==> config.mk <==
export PLATFORM = sky130hd
export DESIGN_NAME = wb_stage_flat
export DESIGN_NICKNAME = d
export VERILOG_FILES = /design/src/rtl/wb_stage_if.sv /design/src/rtl/wb_stage.sv /design/src/flat_wrapper.sv
export SDC_FILE = /design/constraint.sdc
export NUM_CORES = 1
export LEC_CHECK = 0
export BUFFER_PORTS_ARGS = -buffer_cell sky130_fd_sc_hd__buf_2
export CAP_MARGIN = 20
export CORE_UTILIZATION = 54
export CTS_BUF_LIST = sky130_fd_sc_hd__clkbuf_2
export CTS_CLUSTER_SIZE = 20
export DETAILED_ROUTE_END_ITERATION = 6
export GPL_TIMING_DRIVEN = 1
export PLACE_DENSITY = 0.91
export SETUP_SLACK_MARGIN = 0.3
export SLEW_MARGIN = 20
export SYNTH_ARGS = -nofsm -noshare
export SYNTH_HDL_FRONTEND = slang
export SYNTH_SLANG_ARGS = --single-unit
==> constraint.sdc <==
create_clock -name clk -period 2.8 [get_ports clk]
set_clock_uncertainty 0.15 [all_clocks]
set_input_delay 0.42 -clock clk [delete_from_list [all_inputs] [get_ports clk]]
set_output_delay 0.42 -clock clk [all_outputs]
set_load 0.02 [all_outputs]
==> src/rtl/wb_stage_if.sv <==
// wb_stage_if: signal bundle between the MEM/WB boundary and the writeback stage.
//
// Ports / signal groups:
//   MEM side (driven into the stage): m_valid, m_reg_write, m_rd, m_result_src,
//     m_funct3, m_alu_result, m_load_data, m_pc_plus4, plus pipeline control
//     stall and flush.
//   Register file write port: rf_we, rf_a3, rf_wd.
//   Bypass to decode/execute: fwd_valid, fwd_rd, fwd_data.
//   Status: load_fault, instret.
//
// There is no valid/ready pair here. m_valid qualifies the m_* payload on every
// rising edge at which the WB register is neither stalled nor flushed. stall
// and flush are the only back-pressure, and the stage always accepts otherwise.
//
// Modports:
//   mem   - the producer side (MEM stage plus hazard unit), sees outputs.
//   stage - the writeback stage itself.
interface wb_stage_if #(
  parameter int XLEN  = 32,
  parameter int CNT_W = 64
);
  logic             m_valid;
  logic             m_reg_write;
  logic [4:0]       m_rd;
  logic [1:0]       m_result_src;
  logic [2:0]       m_funct3;
  logic [XLEN-1:0]  m_alu_result;
  logic [XLEN-1:0]  m_load_data;
  logic [XLEN-1:0]  m_pc_plus4;
  logic             stall;
  logic             flush;

  logic             rf_we;
  logic [4:0]       rf_a3;
  logic [XLEN-1:0]  rf_wd;
  logic             fwd_valid;
  logic [4:0]       fwd_rd;
  logic [XLEN-1:0]  fwd_data;
  logic             load_fault;
  logic [CNT_W-1:0] instret;

  modport mem (
    output m_valid, m_reg_write, m_rd, m_result_src, m_funct3,
           m_alu_result, m_load_data, m_pc_plus4, stall, flush,
    input  rf_we, rf_a3, rf_wd, fwd_valid, fwd_rd, fwd_data,
           load_fault, instret
  );

  modport stage (
    input  m_valid, m_reg_write, m_rd, m_result_src, m_funct3,
           m_alu_result, m_load_data, m_pc_plus4, stall, flush,
    output rf_we, rf_a3, rf_wd, fwd_valid, fwd_rd, fwd_data,
           load_fault, instret
  );
endinterface

==> src/rtl/wb_stage.sv <==
// wb_stage: writeback stage of the 5-stage RV32 pipeline.
//
// Holds the MEM/WB register, selects the writeback value (ALU result,
// aligned/extended load data, or PC+4), drives the register file write port,
// mirrors that write as a bypass, flags misaligned/illegal-size loads and
// counts retired instructions.
//
// Ports:
//   clk    - rising-edge clock.
//   resetn - asynchronous active-low reset.
//   bus    - wb_stage_if.stage: m_* MEM inputs, stall/flush, rf_* write port,
//            fwd_* bypass, load_fault, instret.
module wb_stage #(
  parameter int XLEN  = 32,
  parameter int CNT_W = 64
) (
  input  logic        clk,
  input  logic        resetn,
  wb_stage_if.stage   bus
);

  localparam logic [1:0] SRC_ALU  = 2'b00;
  localparam logic [1:0] SRC_LOAD = 2'b01;
  localparam logic [1:0] SRC_PC4  = 2'b10;

  // MEM/WB register fields
  logic             w_valid_q,      w_valid_d;
  logic             w_reg_write_q,  w_reg_write_d;
  logic [4:0]       w_rd_q,         w_rd_d;
  logic [1:0]       w_result_src_q, w_result_src_d;
  logic [2:0]       w_funct3_q,     w_funct3_d;
  logic [XLEN-1:0]  w_alu_result_q, w_alu_result_d;
  logic [XLEN-1:0]  w_load_data_q,  w_load_data_d;
  logic [XLEN-1:0]  w_pc_plus4_q,   w_pc_plus4_d;
  logic [CNT_W-1:0] instret_q,      instret_d;

  // Next-state: flush beats stall, stall beats capture.
  always_comb begin
    w_valid_d      = w_valid_q;
    w_reg_write_d  = w_reg_write_q;
    w_rd_d         = w_rd_q;
    w_result_src_d = w_result_src_q;
    w_funct3_d     = w_funct3_q;
    w_alu_result_d = w_alu_result_q;
    w_load_data_d  = w_load_data_q;
    w_pc_plus4_d   = w_pc_plus4_q;
    if (bus.flush) begin
      // Only the valid bit matters for a bubble; the payload is left as is.
      w_valid_d = 1'b0;
    end else if (!bus.stall) begin
      w_valid_d      = bus.m_valid;
      w_reg_write_d  = bus.m_reg_write;
      w_rd_d         = bus.m_rd;
      w_result_src_d = bus.m_result_src;
      w_funct3_d     = bus.m_funct3;
      w_alu_result_d = bus.m_alu_result;
      w_load_data_d  = bus.m_load_data;
      w_pc_plus4_d   = bus.m_pc_plus4;
    end
  end

  // An instruction retires when it leaves WB: valid and not held by stall.
  // Faulting and non-writing instructions still count.
  always_comb begin
    instret_d = instret_q;
    if (w_valid_q && !bus.stall) begin
      instret_d = instret_q + {{(CNT_W-1){1'b0}}, 1'b1};
    end
  end

  always_ff @(posedge clk or negedge resetn) begin
    if (!resetn) begin
      w_valid_q      <= 1'b0;
      w_reg_write_q  <= 1'b0;
      w_rd_q         <= '0;
      w_result_src_q <= '0;
      w_funct3_q     <= '0;
      w_alu_result_q <= '0;
      w_load_data_q  <= '0;
      w_pc_plus4_q   <= '0;
      instret_q      <= '0;
    end else begin
      w_valid_q      <= w_valid_d;
      w_reg_write_q  <= w_reg_write_d;
      w_rd_q         <= w_rd_d;
      w_result_src_q <= w_result_src_d;
      w_funct3_q     <= w_funct3_d;
      w_alu_result_q <= w_alu_result_d;
      w_load_data_q  <= w_load_data_d;
      w_pc_plus4_q   <= w_pc_plus4_d;
      instret_q      <= instret_d;
    end
  end

  // Load extraction. Memory returns the aligned word, so the byte/halfword
  // is picked out by the low address bits.
  logic [1:0]      off;
  logic [7:0]      ld_byte;
  logic [15:0]     ld_half;
  logic [XLEN-1:0] ld_value;
  logic            ld_bad;

  assign off = w_alu_result_q[1:0];

  always_comb begin
    ld_byte = w_load_data_q[7:0];
    unique case (off)
      2'd0: ld_byte = w_load_data_q[7:0];
      2'd1: ld_byte = w_load_data_q[15:8];
      2'd2: ld_byte = w_load_data_q[23:16];
      2'd3: ld_byte = w_load_data_q[31:24];
      default: ld_byte = w_load_data_q[7:0];
    endcase
  end

  assign ld_half = off[1] ? w_load_data_q[31:16] : w_load_data_q[15:0];

  always_comb begin
    ld_value = '0;
    ld_bad   = 1'b0;
    case (w_funct3_q)
      3'b000: ld_value = {{24{ld_byte[7]}}, ld_byte};
      3'b100: ld_value = {24'h0, ld_byte};
      3'b001: begin
        ld_value = {{16{ld_half[15]}}, ld_half};
        ld_bad   = off[0];
      end
      3'b101: begin
        ld_value = {16'h0, ld_half};
        ld_bad   = off[0];
      end
      3'b010: begin
        ld_value = w_load_data_q;
        ld_bad   = (off != 2'd0);
      end
      default: ld_bad = 1'b1;  // 011/110/111 are not RV32 loads
    endcase
  end

  logic            fault;
  logic            we;
  logic [XLEN-1:0] wb_value;

  assign fault = w_valid_q && (w_result_src_q == SRC_LOAD) && ld_bad;

  // x0 is never written; a faulting load is dropped.
  assign we = w_valid_q && w_reg_write_q && (w_rd_q != 5'd0) && !fault;

  always_comb begin
    case (w_result_src_q)
      SRC_LOAD: wb_value = ld_value;
      SRC_PC4:  wb_value = w_pc_plus4_q;
      default:  wb_value = w_alu_result_q;  // SRC_ALU and reserved 11
    endcase
  end

  // Address and data are zeroed when no write is issued, so consumers of the
  // bypass never see stale values on an idle port.
  assign bus.rf_we      = we;
  assign bus.rf_a3      = we ? w_rd_q : 5'd0;
  assign bus.rf_wd      = we ? wb_value : '0;
  assign bus.fwd_valid  = bus.rf_we;
  assign bus.fwd_rd     = bus.rf_a3;
  assign bus.fwd_data   = bus.rf_wd;
  assign bus.load_fault = fault;
  assign bus.instret    = instret_q;

endmodule

==> src/flat_wrapper.sv <==
// flat-port wrapper written by rule: the top's interface ports become plain ports
module wb_stage_flat 
#(
  parameter int XLEN  = 32,
  parameter int CNT_W = 64
)
  (clk, resetn, bus_m_valid, bus_m_reg_write, bus_m_rd, bus_m_result_src, bus_m_funct3, bus_m_alu_result, bus_m_load_data, bus_m_pc_plus4, bus_stall, bus_flush, bus_rf_we, bus_rf_a3, bus_rf_wd, bus_fwd_valid, bus_fwd_rd, bus_fwd_data, bus_load_fault, bus_instret);
  wb_stage_if #(.XLEN(XLEN), .CNT_W(CNT_W)) bus_i ();
  input  logic clk;
  input  logic resetn;
  input wire logic [$bits(bus_i.m_valid)-1:0] bus_m_valid;
  input wire logic [$bits(bus_i.m_reg_write)-1:0] bus_m_reg_write;
  input wire logic [$bits(bus_i.m_rd)-1:0] bus_m_rd;
  input wire logic [$bits(bus_i.m_result_src)-1:0] bus_m_result_src;
  input wire logic [$bits(bus_i.m_funct3)-1:0] bus_m_funct3;
  input wire logic [$bits(bus_i.m_alu_result)-1:0] bus_m_alu_result;
  input wire logic [$bits(bus_i.m_load_data)-1:0] bus_m_load_data;
  input wire logic [$bits(bus_i.m_pc_plus4)-1:0] bus_m_pc_plus4;
  input wire logic [$bits(bus_i.stall)-1:0] bus_stall;
  input wire logic [$bits(bus_i.flush)-1:0] bus_flush;
  output wire logic [$bits(bus_i.rf_we)-1:0] bus_rf_we;
  output wire logic [$bits(bus_i.rf_a3)-1:0] bus_rf_a3;
  output wire logic [$bits(bus_i.rf_wd)-1:0] bus_rf_wd;
  output wire logic [$bits(bus_i.fwd_valid)-1:0] bus_fwd_valid;
  output wire logic [$bits(bus_i.fwd_rd)-1:0] bus_fwd_rd;
  output wire logic [$bits(bus_i.fwd_data)-1:0] bus_fwd_data;
  output wire logic [$bits(bus_i.load_fault)-1:0] bus_load_fault;
  output wire logic [$bits(bus_i.instret)-1:0] bus_instret;
  assign bus_i.m_valid = bus_m_valid;
  assign bus_i.m_reg_write = bus_m_reg_write;
  assign bus_i.m_rd = bus_m_rd;
  assign bus_i.m_result_src = bus_m_result_src;
  assign bus_i.m_funct3 = bus_m_funct3;
  assign bus_i.m_alu_result = bus_m_alu_result;
  assign bus_i.m_load_data = bus_m_load_data;
  assign bus_i.m_pc_plus4 = bus_m_pc_plus4;
  assign bus_i.stall = bus_stall;
  assign bus_i.flush = bus_flush;
  assign bus_rf_we = bus_i.rf_we;
  assign bus_rf_a3 = bus_i.rf_a3;
  assign bus_rf_wd = bus_i.rf_wd;
  assign bus_fwd_valid = bus_i.fwd_valid;
  assign bus_fwd_rd = bus_i.fwd_rd;
  assign bus_fwd_data = bus_i.fwd_data;
  assign bus_load_fault = bus_i.load_fault;
  assign bus_instret = bus_i.instret;
  wb_stage #(.XLEN(XLEN), .CNT_W(CNT_W)) u_core (.clk(clk), .resetn(resetn), .bus(bus_i));
endmodule
==> flow_summary.ini <==
[critical_path]
crit_arrival_ns = 2.79
reg2regPathDepth = 6
ff2ff_setup_slack_ns = 0.53
required_ns = 2.23
r2r-start = u_core.bus.instret[7]$_DFFE_PN0P_
endpoint_kind = primary output
rr_endpoint = u_core.bus.instret[51]$_DFFE_PN0P_
critical_path.max_fanout = 8
path_class = reg2out
startpoint_type = flip-flop

[logic_synthesis]
synth-edff-count = 0
synth-async-reset-ratio_pct = 100
synth-main-ff-cell = dfrtp_1
ys_seq_elements = 172
yosysWarnings = 0
synth_xor_xnor_area_share_pct = 6.38
synth_area_um2 = 8760
synth_compound_gate_area_share_pct = 10.2
avgSynthCellArea_um2 = 10.6
syn-num-nets = 940
synth_mux_area_share_pct = 14.5
synthCells = 825
synth_top_family_by_area = multiplexers
ys_seq_area_share_pct = 49.1
synth_cell_types = 52
synth-simple-area-share_pct = 13.3
synthAdderAreaFrac_pct = 0.428

[detailed_routing]
dr.pass1.iters = 6
antenna_left = 0
via_per_inst = 5.91
avgRoutedWirePerCell_um = 20.5
drc = 0
drtIter0Drc = 726
vias = 8294
drt_wl_total_um = 28700

[floorplan]
die_x_um = 129
rows = 46
start_util_pct = 55.2
dieArea_um2 = 16700
io-pin-count = 253
core_um2 = 15900
die_h_um = 129

[final_layout]
seq_area_um2 = 4310
fill_cells = 982
final_layout_size_suffix_gt1_share_pct = 41.0
area_delta_synth_final_pct = 37.2
multi_input_area_um2 = 4190
stdcell_area_um2 = 12000
mostFrequentLayoutCell = buf_2
final_cell_mix = 224 x buf_2, 170 x dfrtp_1, 123 x dlygate4sd3_1
final_nets = 1287

[place]
dpl_worst_slack_ns = 0.281
detailed_place_hpwl_um = 16900
port_buffers = 252
place_area_um2 = 10200
gp_congestion = 0.904

[timing]
rsz0062_at_grt = true
fin_ws_ns = -0.564
period_minus_slack_ns = 3.36
hold_viol = 0
drv_slew = 0
fin_crit_sh_pct = 120
slew_headroom_pct = 50.0
setup_viol = 76
timing.fmax_ghz = 0.297
holdWs_ns = 0.0435
worst_slew_pin_slew_ns = 0.750

[min_path]
hold_path_class = in2async

[grt]
grt_first_pass_wirelength_um = 42400
grt_util_met3_pct = 6.77
grt_max_degree = 80
antenna_found_initial = 2
grt_overflow = 0
grt_pass1_vias = 8191
grt_use_met2_pct = 56.2
track_usage_pct = 33.4
top_usage_layer = met2
grt_use_met1_pct = 39.9

[clock_network]
htreeDepth = 4
cts_tree = yes
clockBufferDepth = 2
cts-buffers-inserted = 17
clkLatencyLatePin_ns = 0.77
cts_num_sinks = 172
path_clk_slew_ns = 0.27
cts_root_buffer = clkbuf_2

[flow_run]
drv_cap = 0

[status]
status = complete, but fails checks
failed_checks = setup timing

[power]
ir_worst_vdd_mv = 0.361
power.density_nw_per_um2 = 500
p_leak_nw = 5.71
-- synth_stat cells, drive strengths merged (3+ instances only) --
master	number	area, um^2
dfrtp	172	4300
mux2	98	1100
nand2	80	300
a21oi	68	340
buf	48	334
o21ai	40	200
clkbuf	34	128
nor2	33	124
xor2	32	280
xnor2	31	279
nand3	27	155
nand4	21	131
inv	18	67.6
mux2i	17	170
o221ai	16	140
nor3	15	86.3
nor4	10	98.8
and2	8	50.1
o211ai	8	60.1
a22oi	7	52.6
and3	6	38.8
and4	6	55.1
ha	3	37.5
or2	3	18.8
or3	3	23.8
-- how the worst max path moves through the flow --
stage	endpoint	start	cells past startpoint
finish	bus_rf_wd[26]	u_core.w_alu_result_q[0]$_DFFE_PN0P_	7
global route	bus_fwd_data[26]	u_core.w_alu_result_q[0]$_DFFE_PN0P_	7
CTS	bus_rf_wd[10]	u_core.w_rd_q[1]$_DFFE_PN0P_	7
detailed placement	bus_rf_wd[13]	u_core.w_alu_result_q[1]$_DFFE_PN0P_	8
global placement	bus_fwd_data[16]	u_core.w_funct3_q[2]$_DFFE_PN0P_	7
floorplan	bus_rf_wd[21]	u_core.w_alu_result_q[1]$_DFFE_PN0P_	8
-- repair_timing --
item                                    in CTS  in global routing
buffers inserted                             4                  1
gates resized for setup                     28                 60
gates cloned                                 0                  1
pin swaps                                    4                  2
endpoints found under the hold margin      239                  0
endpoints found under the setup margin      77                 77
hold buffers                               123                  0
-- per-layer routing --
metal  part of all wire (%)  vias up
met5                      0        -
met4                    5.7        0
met3                    7.5      154
met2                     50      517
met1                     37     4033
li1                       -     3590
-- worst max-delay path, stage by stage (launching register included) --
cell      delay, ns
dfrtp_1        0.47
o31a_1         0.29
o221a_2        0.28
nor2_4         0.22
buf_8          0.20
o221ai_1       0.16
a21oi_2        0.20
buf_2          0.20
-- cell type report --
cell class / count / area share, %
multi-input combinational: 553 / 34.8
sequential: 172 / 35.8
timing repair buffer: 410 / 24.4
antenna: 2 / 0.0416
inverter: 18 / 0.562
clock buffer: 17 / 0.708
clock inverter: 15 / 1.34
tap: 216 / 2.25
-- metrics by stage --
step	instances	total power [W]	util (%)	TNS [ns]
finish	1403	0.00601	75.7	-36.96
global route	1403	0.00625	75.7	-48.93
CTS	1399	0.00581	74.2	-37.05
detailed placement	1240	0.00427	64.3	0
global placement	1240	0.00422	64.3	0
floorplan	825	0.00381	-	0
-- power by group --
group          leakage [nW]  total [W]  switching [W]  internal (W)
Sequential             2.12    0.00298       0.000242       0.00274
Combinational          3.44    0.00164       0.000913      0.000724
Clock                 0.145    0.00139       0.000965      0.000426
-- logic make-up after synthesis --
logic type | count (synthesis)
AO/OA/AOI/OAI | 150
XOR/XNOR | 63
adder cells (fa/ha/maj) | 3
buffers and inverters | 100
flip-flops | 172
multiplexers | 115
AND/OR/NAND/NOR | 222
-- sequential cells by signal, indices dropped and copies added, names as in the netlist --
register,flops
u_core.bus.instret,64
u_core.w_valid_q,1
u_core.w_load_data_q,32
u_core.w_pc_plus4_q,32
u_core.w_result_src_q,2
u_core.w_reg_write_q,1
u_core.w_alu_result_q,32
u_core.w_rd_q,5
u_core.w_funct3_q,3
(Power assumes the default switching activity.)
